**src/rtl/regfile_wb_queue_pkg.sv**
```systemverilog
// wbq_pkg: shared widths, helper functions and entry type for the write-back queue
package wbq_pkg;

    localparam int WBQ_WIDTH = 16;
    localparam int WBQ_DEPTH = 8;

    function automatic int wbq_ptr_w(input int qdepth);
        return $clog2(qdepth);
    endfunction

    function automatic int wbq_cnt_w(input int qdepth);
        return $clog2(qdepth + 1);
    endfunction

    typedef struct packed {
        logic                         valid;
        logic [$clog2(WBQ_DEPTH)-1:0] reg_idx;
        logic [WBQ_WIDTH-1:0]         data;
    } wbq_entry_t;

endpackage

```
**src/rtl/regfile_wb_queue_if.sv**
```systemverilog
// regfile_wb_queue_if: request, write-port, forwarding and occupancy signals of the write-back queue
interface regfile_wb_queue_if
    import wbq_pkg::*;
#(
    parameter int WIDTH  = 16,
    parameter int DEPTH  = 8,
    parameter int QDEPTH = 4
) ();

    logic                           in_valid;
    logic                           in_ready;
    logic [$clog2(DEPTH)-1:0]       in_reg;
    logic [WIDTH-1:0]               in_data;
    logic                           wb_stall;
    logic                           wb_we;
    logic [$clog2(DEPTH)-1:0]       wb_reg;
    logic [WIDTH-1:0]               wb_data;
    logic [$clog2(DEPTH)-1:0]       fwd_reg1;
    logic [$clog2(DEPTH)-1:0]       fwd_reg2;
    logic                           fwd_hit1;
    logic                           fwd_hit2;
    logic [WIDTH-1:0]               fwd_data1;
    logic [WIDTH-1:0]               fwd_data2;
    logic [wbq_cnt_w(QDEPTH)-1:0]   count;

    modport master (
        output in_valid, in_reg, in_data, wb_stall, fwd_reg1, fwd_reg2,
        input  in_ready, wb_we, wb_reg, wb_data, fwd_hit1, fwd_hit2, fwd_data1, fwd_data2, count
    );

    modport slave (
        input  in_valid, in_reg, in_data, wb_stall, fwd_reg1, fwd_reg2,
        output in_ready, wb_we, wb_reg, wb_data, fwd_hit1, fwd_hit2, fwd_data1, fwd_data2, count
    );

endinterface

```
**src/rtl/regfile_wb_queue_match.sv**
```systemverilog
// wbq_match: newest-first search of the queue entries for a register index
module wbq_match
    import wbq_pkg::*;
#(
    parameter type entry_t = wbq_entry_t,
    parameter int  QDEPTH  = 4,
    parameter int  IW      = 3,
    parameter int  WIDTH   = 16
) (
    input  entry_t                       ent [QDEPTH],
    input  logic [wbq_ptr_w(QDEPTH)-1:0] tail,
    input  logic [IW-1:0]                idx,
    output logic                         hit,
    output logic [WIDTH-1:0]             data
);

    localparam int PW = wbq_ptr_w(QDEPTH);

    // walk from the slot at tail (oldest position) around to tail-1 so the newest match wins
    always_comb begin
        hit  = 1'b0;
        data = '0;
        for (int i = 0; i < QDEPTH; i++) begin
            if (ent[tail + PW'(i)].valid && ent[tail + PW'(i)].reg_idx == idx) begin
                hit  = 1'b1;
                data = ent[tail + PW'(i)].data;
            end
        end
    end

endmodule

```
**src/rtl/regfile_wb_queue.sv**
```systemverilog
// regfile_wb_queue: in-order write-back queue ahead of the register file write port; forwarding enabled by WBQ_FWD_EN
module regfile_wb_queue
    import wbq_pkg::*;
#(
    parameter int WIDTH  = 16,
    parameter int DEPTH  = 8,
    parameter int QDEPTH = 4
) (
    input  logic               clk,
    input  logic               rst,
    regfile_wb_queue_if.slave  bus
);

    localparam int IW = $clog2(DEPTH);
    localparam int PW = wbq_ptr_w(QDEPTH);
    localparam int CW = wbq_cnt_w(QDEPTH);

    typedef struct packed {
        logic             valid;
        logic [IW-1:0]    reg_idx;
        logic [WIDTH-1:0] data;
    } entry_t;

    entry_t        q [QDEPTH];
    logic [PW-1:0] head;
    logic [PW-1:0] tail;
    logic [CW-1:0] cnt;
    logic          enq;
    logic          deq;

    assign bus.in_ready = !rst && (cnt != CW'(QDEPTH));
    assign enq          = bus.in_valid && bus.in_ready;
    assign bus.wb_we    = q[head].valid && !bus.wb_stall;
    assign deq          = bus.wb_we;
    assign bus.wb_reg   = q[head].valid ? q[head].reg_idx : '0;
    assign bus.wb_data  = q[head].valid ? q[head].data : '0;
    assign bus.count    = cnt;

    // circular buffer: write at tail, retire at head; a full queue never enqueues so slots never collide
    always_ff @(posedge clk or posedge rst) begin
        if (rst) begin
            head <= '0;
            tail <= '0;
            cnt  <= '0;
            for (int i = 0; i < QDEPTH; i++) q[i] <= '0;
        end else begin
            if (deq) q[head] <= '0;
            if (enq) begin
                q[tail].valid   <= 1'b1;
                q[tail].reg_idx <= bus.in_reg;
                q[tail].data    <= bus.in_data;
            end
            if (enq) tail <= tail + 1'b1;
            if (deq) head <= head + 1'b1;
            cnt <= cnt + CW'(enq) - CW'(deq);
        end
    end

`ifdef WBQ_FWD_EN
    wbq_match #(.entry_t(entry_t), .QDEPTH(QDEPTH), .IW(IW), .WIDTH(WIDTH)) u_match1 (
        .ent(q), .tail(tail), .idx(bus.fwd_reg1), .hit(bus.fwd_hit1), .data(bus.fwd_data1)
    );
    wbq_match #(.entry_t(entry_t), .QDEPTH(QDEPTH), .IW(IW), .WIDTH(WIDTH)) u_match2 (
        .ent(q), .tail(tail), .idx(bus.fwd_reg2), .hit(bus.fwd_hit2), .data(bus.fwd_data2)
    );
`else
    logic unused_fwd;
    assign unused_fwd    = ^{bus.fwd_reg1, bus.fwd_reg2};
    assign bus.fwd_hit1  = 1'b0;
    assign bus.fwd_hit2  = 1'b0;
    assign bus.fwd_data1 = '0;
    assign bus.fwd_data2 = '0;
`endif

endmodule

```
**src/flat_wrapper.sv**
```systemverilog
// flat-port wrapper written by rule: the top's interface ports become plain ports
module regfile_wb_queue_flat import wbq_pkg::*;
#(
    parameter int WIDTH  = 16,
    parameter int DEPTH  = 8,
    parameter int QDEPTH = 4
)
  (clk, rst, bus_in_valid, bus_in_reg, bus_in_data, bus_wb_stall, bus_fwd_reg1, bus_fwd_reg2, bus_in_ready, bus_wb_we, bus_wb_reg, bus_wb_data, bus_fwd_hit1, bus_fwd_hit2, bus_fwd_data1, bus_fwd_data2, bus_count);
  regfile_wb_queue_if #(.WIDTH(WIDTH), .DEPTH(DEPTH), .QDEPTH(QDEPTH)) bus_i ();
  input  logic clk;
  input  logic rst;
  input wire logic [$bits(bus_i.in_valid)-1:0] bus_in_valid;
  input wire logic [$bits(bus_i.in_reg)-1:0] bus_in_reg;
  input wire logic [$bits(bus_i.in_data)-1:0] bus_in_data;
  input wire logic [$bits(bus_i.wb_stall)-1:0] bus_wb_stall;
  input wire logic [$bits(bus_i.fwd_reg1)-1:0] bus_fwd_reg1;
  input wire logic [$bits(bus_i.fwd_reg2)-1:0] bus_fwd_reg2;
  output wire logic [$bits(bus_i.in_ready)-1:0] bus_in_ready;
  output wire logic [$bits(bus_i.wb_we)-1:0] bus_wb_we;
  output wire logic [$bits(bus_i.wb_reg)-1:0] bus_wb_reg;
  output wire logic [$bits(bus_i.wb_data)-1:0] bus_wb_data;
  output wire logic [$bits(bus_i.fwd_hit1)-1:0] bus_fwd_hit1;
  output wire logic [$bits(bus_i.fwd_hit2)-1:0] bus_fwd_hit2;
  output wire logic [$bits(bus_i.fwd_data1)-1:0] bus_fwd_data1;
  output wire logic [$bits(bus_i.fwd_data2)-1:0] bus_fwd_data2;
  output wire logic [$bits(bus_i.count)-1:0] bus_count;
  assign bus_i.in_valid = bus_in_valid;
  assign bus_i.in_reg = bus_in_reg;
  assign bus_i.in_data = bus_in_data;
  assign bus_i.wb_stall = bus_wb_stall;
  assign bus_i.fwd_reg1 = bus_fwd_reg1;
  assign bus_i.fwd_reg2 = bus_fwd_reg2;
  assign bus_in_ready = bus_i.in_ready;
  assign bus_wb_we = bus_i.wb_we;
  assign bus_wb_reg = bus_i.wb_reg;
  assign bus_wb_data = bus_i.wb_data;
  assign bus_fwd_hit1 = bus_i.fwd_hit1;
  assign bus_fwd_hit2 = bus_i.fwd_hit2;
  assign bus_fwd_data1 = bus_i.fwd_data1;
  assign bus_fwd_data2 = bus_i.fwd_data2;
  assign bus_count = bus_i.count;
  regfile_wb_queue #(.WIDTH(WIDTH), .DEPTH(DEPTH), .QDEPTH(QDEPTH)) u_core (.clk(clk), .rst(rst), .bus(bus_i));
endmodule
```
**config.mk**
```make
export PLATFORM = sky130hd
export DESIGN_NAME = regfile_wb_queue_flat
export DESIGN_NICKNAME = d
export VERILOG_FILES = /design/src/rtl/regfile_wb_queue_pkg.sv /design/src/rtl/regfile_wb_queue_if.sv /design/src/rtl/regfile_wb_queue_match.sv /design/src/rtl/regfile_wb_queue.sv /design/src/flat_wrapper.sv
export SDC_FILE = /design/constraint.sdc
export NUM_CORES = 1
export LEC_CHECK = 0
export ABC_AREA = 1
export CORE_MARGIN = 3
export CORE_UTILIZATION = 58
export CTS_CLUSTER_DIAMETER = 50
export DETAILED_ROUTE_END_ITERATION = 10
export MAX_ROUTING_LAYER = met4
export PLACE_DENSITY = 0.94
export SLEW_MARGIN = 0
export SYNTH_ARGS = -nofsm -noshare
export SYNTH_HDL_FRONTEND = slang
export SYNTH_SLANG_ARGS = --single-unit
```
**constraint.sdc**
```tcl
create_clock -name clk -period 5.6 [get_ports clk]
set_input_delay 1.12 -clock clk [delete_from_list [all_inputs] [get_ports clk]]
set_output_delay 1.12 -clock clk [all_outputs]
set_load 0.01 [all_outputs]
```
==> flow_summary.toml <==
[synthesis]
synth_top_cell_area_share_pct = 41.96
synth_area_leader_cell = "dfrtp_1"
synthesis.instances = 739
synth_common_cells = "265 x nand2_1, 102 x inv_1, 87 x dfrtp_1, 76 x nand3_1, 40 x buf_4"
ys_types = 25
yosysMostFrequentCell = "nand2_1"
ys_ff_latch = 87
synth_area_leaders = "dfrtp_1 42%, nand2_1 19%, inv_1 7.4%"
seq_area_frac_synth_pct = 41.96
async_flop_share_pct = 100.0
synth_area_per_cell_um2 = 7.021
synth_edf_count = 0
synth_flop_cell = "dfrtp_1"
synth.yosys.warnings = 0
syn_area_um2 = 5189

[clock_network]
clk_latency_ns = 0.36
post_cts.resized_instances = 0
clk_pin_slew_ns = 0.08
postCtsHoldBufs = 0
cts.sinks = 87
cts_tree = "done"
clock_path_buffers = 2
cts_buffers = 9
root_buffer = "clkbuf_8"
post_cts_buffers = 0
h-tree-depth = 3

[setup_path]
worstReg2RegStart = "u_core.tail[0]"
cp-start-kind = "flip-flop"
endpoint_kind = "output pin"
r2r-end = "u_core.q[65]"
arrival_ns = 3.10
ff2ff_setup_slack_ns = 2.36
worstPathMaxFanout = 43
crit_type = "flip-flop to output pin"
cp-startpoint = "u_core.head[0]"
reg2reg_depth = 7
cp.required_ns = 4.48

[timing]
skew_ns = 0.009640
period_share_pct = 75.43
finalWorstSetupSlack_ns = 1.376
setup-tns-final_ns = 0
max_slew_margin_pct = 15.98
slew_violations = 0
fmax_mhz = 236.7
setup_viol = 0
post-route-min-period_ns = 4.224
hold_violations = 0
rsz0062_at_grt = "false"
worstMarginPinSlew_ns = 1.257

[power]
sequentialPowerShare_pct = 34.5
cellPowerDensity_nw_per_um2 = 545.5
switching_share_pct = 46.12
switching_power_mw = 1.406
max-vdd-ir-drop_mv = 0.4157
power.share.combinational_pct = 53.1
p_total_mw = 3.049
p_clk_share_pct = 12.4
p_leak_nw = 3.461
cell_internal_pwr_mw = 1.643

[routing]
drc = 0
drt_iter0_markers = 587
drtPass1Iterations = 5
vias = 4650
wl_mm = 12.76
postRouteAntennaNets = 0
wire_per_inst_um = 14.82
via_per_inst = 5.401

[min_path]
hp-start = "u_core.q[59]"
whs_endpoint = "u_core.q[59]"
min_path_type = "flip-flop to flip-flop"
holdPathStages = 2

[final_layout]
syn2layout_area_growth_pct = 7.716
final_net_count = 792
diodes = 0
final_layout_size_suffix_gt1_share_pct = 3.439

[floorplanning]
ios = 87
initial_core_util_pct = 61.30
coreArea_um2 = 8464
die_h_um = 100.6
rows = 33
dieArea_um2 = 10120
fp.dieW_um = 100.6

[global_route]
grt-ovfl-total = 0
grt_pass1_vias = 4422
antenna_found_initial = 0
grt_max_degree = 80
track_usage_pct = 26.79
grt_pass1_wl_mm = 20.89

[place]
hpwl_mm = 7.611
io_buffers = 46
place_ws_ns = 1.817
gp_congestion = 0.7991

[run]
cap_violations = 0

[run_status]
outcome = "finished, final reports clean"
per-stage QoR:
step	hold WS [ns]	utilization [%]	cell area, um2	instances
6_report	0.4816	66.03	5589	861
5_1_grt	0.5010	66.03	5589	861
4_1_cts	0.4778	66.03	5589	861
3_5_place_dp	0.4588	64.23	5436	847
3_3_place_gp	0.4543	64.23	5436	847
2_1_floorplan	0.4417	-	5313	772
worst max path at each step:
stage                     depth (start not counted)        endpoint  slack [ns]
after detailed placement                          9  bus_wb_data[6]        1.82
final                                             9  bus_wb_data[6]        1.38
after floorplan                                   7    u_core.q[29]        1.79
after global placement                            9  bus_wb_data[7]        1.87
after CTS                                         9  bus_wb_data[6]        1.42
after global routing                              9  bus_wb_data[7]        1.21
final cells by class:
cell class	count	area, um2
fillers	737	2875
multi-input cells	501	2247
flip-flops and latches	87	2177
repair buffers	49	483.0
inverters	105	397.9
well taps	105	131.4
clock buffers	10	127.6
clock inverters	4	25.02
critical path, stage by stage (launching register included):
cell and delay (ns):
dfrtp_1 0.36, buf_4 0.28, inv_2 0.63, nand2_1 0.15
nand3_2 0.17, nand2_1 0.08, inv_2 0.34, nand2_1 0.13
inv_1 0.07, clkdlybuf4s50_1 0.53
power by group through the flow:
| stage | sequential (mW) | combinational (mW) | clock (mW) |
|---|---|---|---|
| after detailed placement | 1.06 | 1.60 | 0 |
| after CTS | 1.04 | 1.61 | 0.377 |
| after global routing | 1.08 | 1.82 | 0.402 |
| after global placement | 1.04 | 1.54 | 0 |
| final | 1.05 | 1.62 | 0.378 |
| after floorplan | 1.01 | 1.13 | 0 |
sequential cells by signal, indices dropped and copies added, names as in the netlist:
register	flops
u_core.tail	2
u_core.head	2
u_core.q	80
u_core.bus.count	3
placed cells by master (no fill, tap or decap), types with 2 or more instances in the layout:
cell,synthesis,final
xor2_1,3,3
o22ai_1,19,19
clkdlybuf4s50_1,0,46
buf_4,40,3
o21ai_1,10,10
inv_2,2,2
nand2_1,265,265
clkinv_2,0,3
conb_1,1,34
inv_1,102,101
ha_1,9,9
clkbuf_8,0,9
o21ai_0,30,30
nor2_1,38,38
dfrtp_1,87,87
nand3_2,3,3
clkinvlp_4,0,2
nand3_1,76,76
nand4_1,8,8
cell families after synthesis:
| family | Yosys count | synth area share (%) |
|---|---|---|
| simple gates | 393 | 31.16 |
| xor+xnor | 4 | 0.6753 |
| other cells | 1 | 0.07227 |
| flops | 87 | 41.96 |
| buf+inv | 184 | 17.12 |
| compound gates | 60 | 6.462 |
| fa+ha+maj | 10 | 2.556 |
metal layers:
layer,GRT usage [%],wire length (um),vias up,part of all wire (%)
met5,-,0,-,0
met4,8.497,286,0,2.2
met3,4.913,1254,36,9.8
met2,44.10,6330,263,50
met1,33.59,4891,2137,38
li1,-,-,2214,-
Power figures use the tool's default switching activity.
